--- src/rtl/video_line_fetcher_if.sv ---
// SDRAM arbiter video-port bundle: burst read command, completion handshake and read data.
interface video_line_fetcher_if;
  logic        cmd_valid;
  logic        cmd_ready;
  logic [23:0] addr_x16;
  logic        rdy;
  logic        ack;
  logic        resp_valid;
  logic [15:0] rdata;

  modport master (
    output cmd_valid, addr_x16, ack,
    input  cmd_ready, rdy, resp_valid, rdata
  );

  modport slave (
    input  cmd_valid, addr_x16, ack,
    output cmd_ready, rdy, resp_valid, rdata
  );
endinterface

--- src/rtl/video_line_fetcher.sv ---
// Scanline fetcher: issues fixed-length SDRAM burst reads and buffers words in a FWFT pixel FIFO.
// Optional statistics outputs (underrun count, max request latency) under VIDEO_FETCH_STATS_EN.
module video_line_fetcher #(
  parameter int unsigned BURST_LEN   = 8,
  parameter int unsigned LINE_WORDS  = 320,
  parameter int unsigned LINE_STRIDE = 320,
  parameter int unsigned FIFO_DEPTH  = 64
) (
  input  logic                          clk_i,
  input  logic                          rst_ni,
  input  logic [23:0]                   base_addr_i,
  input  logic                          frame_start_i,
  input  logic                          line_start_i,
  video_line_fetcher_if.master          video_sdram,
  input  logic                          pix_rd_i,
  output logic [15:0]                   pix_data_o,
  output logic                          pix_empty_o,
  output logic [$clog2(FIFO_DEPTH):0]   fifo_level_o,
  output logic                          underrun_o
`ifdef VIDEO_FETCH_STATS_EN
  ,
  output logic [15:0]                   underrun_cnt_o,
  output logic [7:0]                    max_latency_o
`endif
);

  localparam int unsigned PW = $clog2(FIFO_DEPTH);
  localparam int unsigned LW = PW + 1;
  localparam int unsigned BW = $clog2(BURST_LEN) + 1;
  localparam int unsigned WW = $clog2(LINE_WORDS + 1);

  typedef enum logic [1:0] {IDLE, REQ, DATA, ACK} state_t;

  state_t         state;
  logic [WW-1:0]  words_left;
  logic [23:0]    next_addr;
  logic [23:0]    line_addr;
  logic [23:0]    line_src;
  logic [LW-1:0]  reserved;
  logic [LW-1:0]  level;
  logic [LW-1:0]  level_n;
  logic [LW:0]    free;
  logic [BW-1:0]  beat_cnt;
  logic           discard;
  logic [PW-1:0]  wr_ptr;
  logic [PW-1:0]  rd_ptr;
  logic [15:0]    mem [FIFO_DEPTH];

  logic launch, hs, beat, push, pop, flush;

  always_comb begin
    free     = (LW+1)'(FIFO_DEPTH) - {1'b0, level} - {1'b0, reserved};
    line_src = frame_start_i ? base_addr_i : line_addr;
    // a launch is deferred by one cycle when a line/frame pulse arrives, so pointers see one writer
    launch   = (state == IDLE) && (words_left != '0) && (free >= (LW+1)'(BURST_LEN))
               && !frame_start_i && !line_start_i;
    hs       = (state == REQ) && video_sdram.cmd_valid && video_sdram.cmd_ready;
    beat     = (state == DATA) && video_sdram.resp_valid && (beat_cnt < BW'(BURST_LEN));
    push     = beat && !discard;
    flush    = ((state == ACK) && (discard || frame_start_i)) || ((state == IDLE) && frame_start_i);
    pop      = pix_rd_i && (level != '0) && !flush;
    level_n  = level;
    if (push && !pop) level_n = level + LW'(1);
    else if (pop && !push) level_n = level - LW'(1);
  end

  assign pix_data_o   = mem[rd_ptr];
  assign fifo_level_o = level;

  always_ff @(posedge clk_i) begin
    if (push) mem[wr_ptr] <= video_sdram.rdata;
  end

  // Burst bookkeeping (address, words_left, reservation) is committed when REQ is entered rather than
  // at the handshake; nothing observes it in between, and a line_start during REQ then cannot corrupt it.
  always_ff @(posedge clk_i or negedge rst_ni) begin
    if (!rst_ni) begin
      state                 <= IDLE;
      video_sdram.cmd_valid <= 1'b0;
      video_sdram.addr_x16  <= '0;
      video_sdram.ack       <= 1'b0;
      words_left            <= '0;
      next_addr             <= '0;
      line_addr             <= '0;
      reserved              <= '0;
      beat_cnt              <= '0;
      discard               <= 1'b0;
      level                 <= '0;
      pix_empty_o           <= 1'b1;
      wr_ptr                <= '0;
      rd_ptr                <= '0;
      underrun_o            <= 1'b0;
    end else begin
      underrun_o <= pix_rd_i && (level == '0);

      if (frame_start_i) begin
        line_addr  <= base_addr_i;
        words_left <= '0;
        if (state != IDLE) discard <= 1'b1;
      end
      if (line_start_i) begin
        words_left <= WW'(LINE_WORDS);
        next_addr  <= line_src;
        line_addr  <= line_src + 24'(LINE_STRIDE);
      end

      unique case (state)
        IDLE: if (launch) begin
          state                 <= REQ;
          video_sdram.cmd_valid <= 1'b1;
          video_sdram.addr_x16  <= next_addr;
          next_addr             <= next_addr + 24'(BURST_LEN);
          words_left            <= words_left - WW'(BURST_LEN);
          reserved              <= reserved + LW'(BURST_LEN);
          beat_cnt              <= '0;
        end
        REQ: if (hs) begin
          video_sdram.cmd_valid <= 1'b0;
          state                 <= DATA;
        end
        DATA: begin
          if (beat) begin
            beat_cnt <= beat_cnt + BW'(1);
            reserved <= reserved - LW'(1);
          end
          if ((beat_cnt == BW'(BURST_LEN)) && video_sdram.rdy) begin
            state           <= ACK;
            video_sdram.ack <= 1'b1;
          end
        end
        ACK: begin
          video_sdram.ack <= 1'b0;
          state           <= IDLE;
          discard         <= 1'b0;
        end
        default: state <= IDLE;
      endcase

      if (flush) begin
        level       <= '0;
        pix_empty_o <= 1'b1;
        rd_ptr      <= wr_ptr;
      end else begin
        if (push) wr_ptr <= wr_ptr + PW'(1);
        if (pop)  rd_ptr <= rd_ptr + PW'(1);
        level       <= level_n;
        pix_empty_o <= (level_n == '0);
      end
    end
  end

`ifdef VIDEO_FETCH_STATS_EN
  logic [7:0] lat_cnt;

  always_ff @(posedge clk_i or negedge rst_ni) begin
    if (!rst_ni) begin
      underrun_cnt_o <= '0;
      max_latency_o  <= '0;
      lat_cnt        <= '0;
    end else begin
      if (launch) lat_cnt <= '0;
      else if ((state == REQ) && !hs && (lat_cnt != '1)) lat_cnt <= lat_cnt + 8'd1;
      if (frame_start_i) begin
        underrun_cnt_o <= '0;
        max_latency_o  <= '0;
      end else begin
        if (pix_rd_i && (level == '0) && (underrun_cnt_o != '1)) underrun_cnt_o <= underrun_cnt_o + 16'd1;
        if (hs && (lat_cnt > max_latency_o)) max_latency_o <= lat_cnt;
      end
    end
  end
`endif

endmodule

--- src/flat_wrapper.sv ---
// flat-port wrapper written by rule: the top's interface ports become plain ports
module video_line_fetcher_flat 
#(
  parameter int unsigned BURST_LEN   = 8,
  parameter int unsigned LINE_WORDS  = 320,
  parameter int unsigned LINE_STRIDE = 320,
  parameter int unsigned FIFO_DEPTH  = 64
)
  (clk_i, rst_ni, base_addr_i, frame_start_i, line_start_i, pix_rd_i, pix_data_o, pix_empty_o, fifo_level_o, underrun_o, video_sdram_cmd_valid, video_sdram_addr_x16, video_sdram_ack, video_sdram_cmd_ready, video_sdram_rdy, video_sdram_resp_valid, video_sdram_rdata);
  video_line_fetcher_if video_sdram_i ();
  input  logic clk_i;
  input  logic rst_ni;
  input  logic [23:0] base_addr_i;
  input  logic frame_start_i;
  input  logic line_start_i;
  input  logic pix_rd_i;
  output logic [15:0] pix_data_o;
  output logic pix_empty_o;
  output logic [$clog2(FIFO_DEPTH):0] fifo_level_o;
  output logic underrun_o;
  output wire logic [$bits(video_sdram_i.cmd_valid)-1:0] video_sdram_cmd_valid;
  output wire logic [$bits(video_sdram_i.addr_x16)-1:0] video_sdram_addr_x16;
  output wire logic [$bits(video_sdram_i.ack)-1:0] video_sdram_ack;
  input wire logic [$bits(video_sdram_i.cmd_ready)-1:0] video_sdram_cmd_ready;
  input wire logic [$bits(video_sdram_i.rdy)-1:0] video_sdram_rdy;
  input wire logic [$bits(video_sdram_i.resp_valid)-1:0] video_sdram_resp_valid;
  input wire logic [$bits(video_sdram_i.rdata)-1:0] video_sdram_rdata;
  assign video_sdram_cmd_valid = video_sdram_i.cmd_valid;
  assign video_sdram_addr_x16 = video_sdram_i.addr_x16;
  assign video_sdram_ack = video_sdram_i.ack;
  assign video_sdram_i.cmd_ready = video_sdram_cmd_ready;
  assign video_sdram_i.rdy = video_sdram_rdy;
  assign video_sdram_i.resp_valid = video_sdram_resp_valid;
  assign video_sdram_i.rdata = video_sdram_rdata;
  video_line_fetcher #(.BURST_LEN(BURST_LEN), .LINE_WORDS(LINE_WORDS), .LINE_STRIDE(LINE_STRIDE), .FIFO_DEPTH(FIFO_DEPTH)) u_core (.clk_i(clk_i), .rst_ni(rst_ni), .base_addr_i(base_addr_i), .frame_start_i(frame_start_i), .line_start_i(line_start_i), .video_sdram(video_sdram_i), .pix_rd_i(pix_rd_i), .pix_data_o(pix_data_o), .pix_empty_o(pix_empty_o), .fifo_level_o(fifo_level_o), .underrun_o(underrun_o));
endmodule
--- config.mk ---
export PLATFORM = sky130hd
export DESIGN_NAME = video_line_fetcher_flat
export DESIGN_NICKNAME = d
export VERILOG_FILES = /design/src/rtl/video_line_fetcher_if.sv /design/src/rtl/video_line_fetcher.sv /design/src/flat_wrapper.sv
export SDC_FILE = /design/constraint.sdc
export NUM_CORES = 1
export LEC_CHECK = 0
export BUFFER_PORTS_ARGS = -buffer_cell sky130_fd_sc_hd__clkbuf_2
export CORE_AREA = 2 2 280 282
export CTS_BUF_LIST = sky130_fd_sc_hd__clkbuf_4 sky130_fd_sc_hd__clkbuf_8
export DETAILED_ROUTE_END_ITERATION = 8
export DIE_AREA = 0 0 282 284
export PLACE_DENSITY = 0.73
export SYNTH_ARGS = -nofsm -noshare
export SYNTH_HDL_FRONTEND = slang
export SYNTH_SLANG_ARGS = --single-unit
--- constraint.sdc ---
create_clock -name clk_i -period 5.6 [get_ports clk_i]
set_clock_uncertainty 0.15 [all_clocks]
set_input_delay 1.68 -clock clk_i [delete_from_list [all_inputs] [get_ports clk_i]]
set_output_delay 1.68 -clock clk_i [all_outputs]
set_load 0.01 [all_outputs]
# --- Yosys cells after proc, flatten, opt, wreduce, memory -nomap -nowiden ---
# Memories as Yosys holds them, arrays and structs flattened.
# Cells that the tools add are included.
op_classes:
  order_cmp: 2
  n_addsub: 12
  n_eq_ne: 8
  reduce_logical: 44
  bitwise_logic: 1
  n_mux: 35
ops:
  columns: ["op", "count"]
  rows:
  - ["2-to-1 mux 24 bit", 5]
  - ["2-to-1 mux 9 bit", 4]
  - ["2-to-1 mux 7 bit", 5]
  - ["adder 24 x 4 -> 24 bit, second input constant", 1]
  - ["adder 24 x 9 -> 24 bit, second input constant", 1]
  - ["logical AND 1 bit", 17]
  - ["logical NOT 7 bit", 2]
  - ["one-hot mux 7 bit (2 select lines)", 1]
  - ["nonzero test 2 bit", 7]
  - ["subtractor 7 x 1 -> 7 bit, second input constant", 2]
  - ["adder 6 x 1 -> 6 bit, second input constant", 2]
  - ["2-to-1 mux 6 bit", 2]
  - ["2-to-1 mux 1 bit", 9]
  - ["AND reduction 3 bit", 3]
  - ["nonzero test 9 bit", 1]
  - ["subtractor 9 x 4 -> 9 bit, second input constant", 1]
  - [">= comparator 8 x 4 -> 1 bit, second input constant", 1]
  - ["2-to-1 mux 4 bit", 2]
  - ["one-hot mux 2 bit (4 select lines)", 1]
  - ["one-hot mux 4 bit (2 select lines)", 1]
  - ["AND reduction 2 bit", 4]
  - ["subtractor 7 x 7 -> 8 bit, first input constant", 1]
  - ["subtractor 8 x 7 -> 8 bit", 1]
  - ["adder 7 x 1 -> 7 bit, second input constant", 1]
  - ["15 further kinds", 27]
totals:
  memories: 1
  wordCells: 118
  out_inout_bits: 51
  register_bits: 118
  mem_bits_rw: 1024
  input_bits: 48
memory_table:
  columns: ["name", "words", "word_bits", "rd", "rd_clocked_by_memory_dff", "wr", "line_no", "text"]
  rows:
  - ["u_core.mem", 64, 16, 1, 0, 1, "video_line_fetcher.sv:47", "logic [15:0] mem [FIFO_DEPTH];"]

# --- Longest topological paths before layout ---
logic_depth:
  word_depth: 10
  ltp_mapped: 14
  mapped_depth_nobuf: 11

# --- Worst setup path before layout ---
# Ideal clock, no wire load.
synth_path:
  kind: "reg-to-output"
  startpoint: "reg u_core.rd_ptr[0]"
  endpoint: "out pix_data_o[0]"
  required_time_ns: 3.770
  arrival_ns: 2.400
  path_slack_ns: 1.370
  path_stages_with_launch: 8
  path_cell_list: "dfrtp_1 -> buf_2 -> buf_2 -> buf_2 -> mux4_2 -> mux4_2 -> a211oi_1 -> a21oi_1"
synth_between:
  elab_chain_cells: 1
synth_rtl:
  columns: ["item", "line_no", "text"]
  rows:
  - ["start, declared", "video_line_fetcher.sv:46", "logic [PW-1:0] rd_ptr;"]
  - ["start signal, assigned", "video_line_fetcher.sv:142", "rd_ptr <= wr_ptr;"]
  - ["start signal, assigned", "video_line_fetcher.sv:145", "if (pop) rd_ptr <= rd_ptr + PW'(1);"]
  - ["memory (64 x 16 bit)", null, null]
  - ["end, declared", "flat_wrapper.sv:17", "output logic [15:0] pix_data_o;"]
# No other way between the ends.

# --- Final worst setup path ---
layout_path:
  startpoint: "reg u_core.rd_ptr[0]"
  endpoint: "out pix_data_o[2]"
# The elaborated chain is that of the path after synthesis.

==> results.tsv <==
stage	metric	value	unit
final_layout	P&R area growth vs syn	13.40	%
timing	TNS Setup	0	ps
synthesis	ys flop type	edfxtp_1	
die	die width	282	um
detailed_routing	first drt pass iteration count	6	
timing	Pins Over Slew Limit	0	
clock_tree	CTS buffer count	176	
final_layout	final core utilization	0.6750	
timing	Period minus WS final	5499	ps
synthesis	post-synth net total	2334	
job	max_cap viols	0	
synthesis	sequential-to-total area share from yosys stat	0.7358	
synthesis	Seq cells post-synth	1142	
critical_path	WS Path Type	flip-flop to output pin	
outcome	status	finished, final reports clean	
die	core box area	0.07696	mm2
final_layout	Nets	2628	
critical_path	WP data arrival	3670	ps
synthesis	distinct cell type count after synthesis	73	
synthesis	EDFF count, synth	1024	
timing	setup violators final	0	
final_layout	most common cell after layout, fill and taps aside	edfxtp_1	
final_layout	Final Cell Area	0.05195	mm2
clock_tree	CTS H-tree lvls	4	
place	DP Wirelength	60.40	mm
clock_tree	clk sinks	1142	
critical_path	CP Max Fanout	37	
synthesis	Synth Cell Area	0.04581	mm2
clock_tree	Worst-Skew Late Latency	870	ps
detailed_routing	Avg Vias per Cell	6.298	
grt	initial antenna violation count	10	
final_layout	layout cells sized above 1	0.3279	
clock_tree	CTS tree	built	
detailed_routing	DRC viols	0	
final_layout	most frequent cells in the layout	edfxtp_1 (1,024), mux4_2 (331), clkbuf_8 (177), buf_4 (122), nor2_1 (118)	
synthesis	yosys warns	0	
detailed_routing	Starting DRT DRC Count	2898	
grt	global-route wire length before repair	155.6	mm
synthesis	Post-Syn Instances	2254	
die	# rows	102	
critical_path	CP endpoint kind	output pin	
timing	worst-margin pin slew	1343	ps
die	# IOs	99	
synthesis	FFs w/ async S/R, synth	0.1033	
die	Initial Util	0.5952	
critical_path	CP Launch Type	flip-flop	
timing	Rel. slew slack	0.1048	
place	DP Area	0.04819	mm2
power_and_ir_drop	leakage dissipation	17.30	nW
detailed_routing	DR vias	23528	
timing	Final Cycle Share	0.9819	
timing	endpoints failing hold	0	
detailed_routing	WL per Instance	28.26	um
synthesis	xor and xnor area share after synthesis	0.007839	
grt	vias in the first global route	24141	
detailed_routing	final wirelength	105.6	mm
power_and_ir_drop	P per Cell Area	447.0	mW/mm2
grt	largest net degree at the start of global routing	65	
synthesis	simple-gate share of the synthesized area	0.03630	
clock_tree	hold_buf cts	0	
grt	global route overflow	0	
timing	RSZ-0062 raised after global routing	no	
synthesis	mux cell area share after synthesis	0.1742	
synthesis	syn_area_per_cell	20.32	um2
min_path	Hold/Removal Path Class	flip-flop to flip-flop	
clock_tree	CTS Root Cell	clkbuf_8	
detailed_routing	post-route ant nets	0	
synthesis	fraction of the mapped netlist area in compound gates	0.02180	
die	DIE HEIGHT	284	um
die	die area	0.08009	mm2
clock_tree	clock slew at reported path FFs	60	ps
synthesis	largest family of logic cells by synthesized area	multiplexers	
place	number of port buffers	98	
clock_tree	clk buf depth	3	
synthesis	Synth Area in Adders	0.008904	
power_and_ir_drop	maximum VDD drop	0.4104	mV
grt	total track usage	0.2706	
critical_path	critical path data required time	3770	ps
place	GP Congestion	0.8549	
timing	maximum clock frequency	181.9	MHz
repair_timing:
action | 4_1_cts | 5_1_grt
buffers inserted | 7 | 0
gates resized for setup | 5 | 3
setup endpoints to repair | 16 | 3
hold endpoints to repair | 0 | 0
cloned | 1 | 0
kinds of logic after synthesis:
group	Yosys count
AOI/OAI and AO/OA	142
muxes	382
xor gates and xnor gates	41
and+or+nand+nor	357
DFF	1142
adders and majority gates	32
buffers and inverters	158
through the flow:
stage	setup WS, ps	hold slack [ps]	power, mW	cells
6_report	101.2	330.6	23.22	3736
5_1_grt	7.756	353.9	24.15	3733
4_1_cts	61.88	333.5	23.36	3730
3_5_place_dp	693.6	315.6	16.25	3402
3_3_place_gp	707.6	308.5	16.08	3402
2_1_floorplan	1370	289.7	14.26	2254
path summary, 6_finish.rpt:
kind                                            startpoint                              end  slack (ps)  cells after the start
max                                       u_core.rd_ptr[0]                    pix_data_o[2]         100                      6
min                        u_core.video_sdram.addr_x16[13]  u_core.video_sdram.addr_x16[13]         330                      2
max reg2reg                         u_core.fifo_level_o[0]             u_core.next_addr[17]        1570                     12
min reg2reg                u_core.video_sdram.addr_x16[13]  u_core.video_sdram.addr_x16[13]         330                      2
max in group asynchronous                           rst_ni                 u_core.rd_ptr[2]        3520                      2
min in group asynchronous                           rst_ni              u_core.line_addr[7]         730                      1
flip-flops by register name (all words and copies together) (netlist names), 2 cells and up:
signal,flops
u_core.beat_cnt,4
u_core.words_left,9
u_core.wr_ptr,6
u_core.line_addr,24
u_core.state,2
u_core.next_addr,24
u_core.mem,1024
u_core.video_sdram.addr_x16,24
u_core.fifo_level_o,7
u_core.reserved,7
u_core.rd_ptr,6
layout make-up:
class	instances	area, um2
diodes	6	15.01
clock buffers	242	2924
clock inverters	78	671.9
fillers	4888	25010
inverters	41	153.9
multi-input cells	954	11450
flip-flops and latches	1142	33720
well taps	1040	1301
repair buffers	233	1715
power breakdown:
part / leakage (nW) / switching, mW / total, mW / internal [mW]
registers: 10.6 / 0.305 / 9.88 / 9.57
clock network: 1.91 / 3.23 / 7.00 / 3.77
logic: 4.76 / 3.28 / 6.34 / 3.07
total: 17.3 / 6.81 / 23.2 / 16.4
layer usage:
layer,track usage,share of wire,vias to the layer above
met5,0,0.00026,-
met2,0.4412,0.51,1200
met3,0.06471,0.091,157
met1,0.3640,0.38,12310
li1,-,-,9857
met4,0.08803,0.024,4
worst max-delay path, stage by stage, from the launching register on:
cell      delay [ps]
dfrtp_4          490
buf_4            170
buf_16           270
mux4_2           570
mux4_2           590
mux4_2           560
clkbuf_2         160
cells in the mapped netlist, drive strengths merged (6+ instances only):
cell type  instances  area, um2
buf               64      341.6
nand3             20      100.1
nand2            115      431.7
a211oi            11      82.58
inv               39      146.4
mux2              12      135.1
and2              13      81.33
a311oi             9      78.83
and3               7      43.79
a21oi             26      130.1
o21ai             28      143.9
nor3              18      90.09
ha                31      387.9
nand4              9      56.30
mux4             331       7455
nor4               8      50.05
nor2             118      442.9
a31oi              6      37.54
or4                6      48.80
xor2              17      148.9
o21a               7      52.55
nor2b             14      87.58
clkbuf            53      200.2
xnor2             24      210.2
mux2i             39      390.4
nand3b             7      52.55
dfrtp            117       2928
edfxtp          1024      30750
Power figures use the tool's default switching activity.
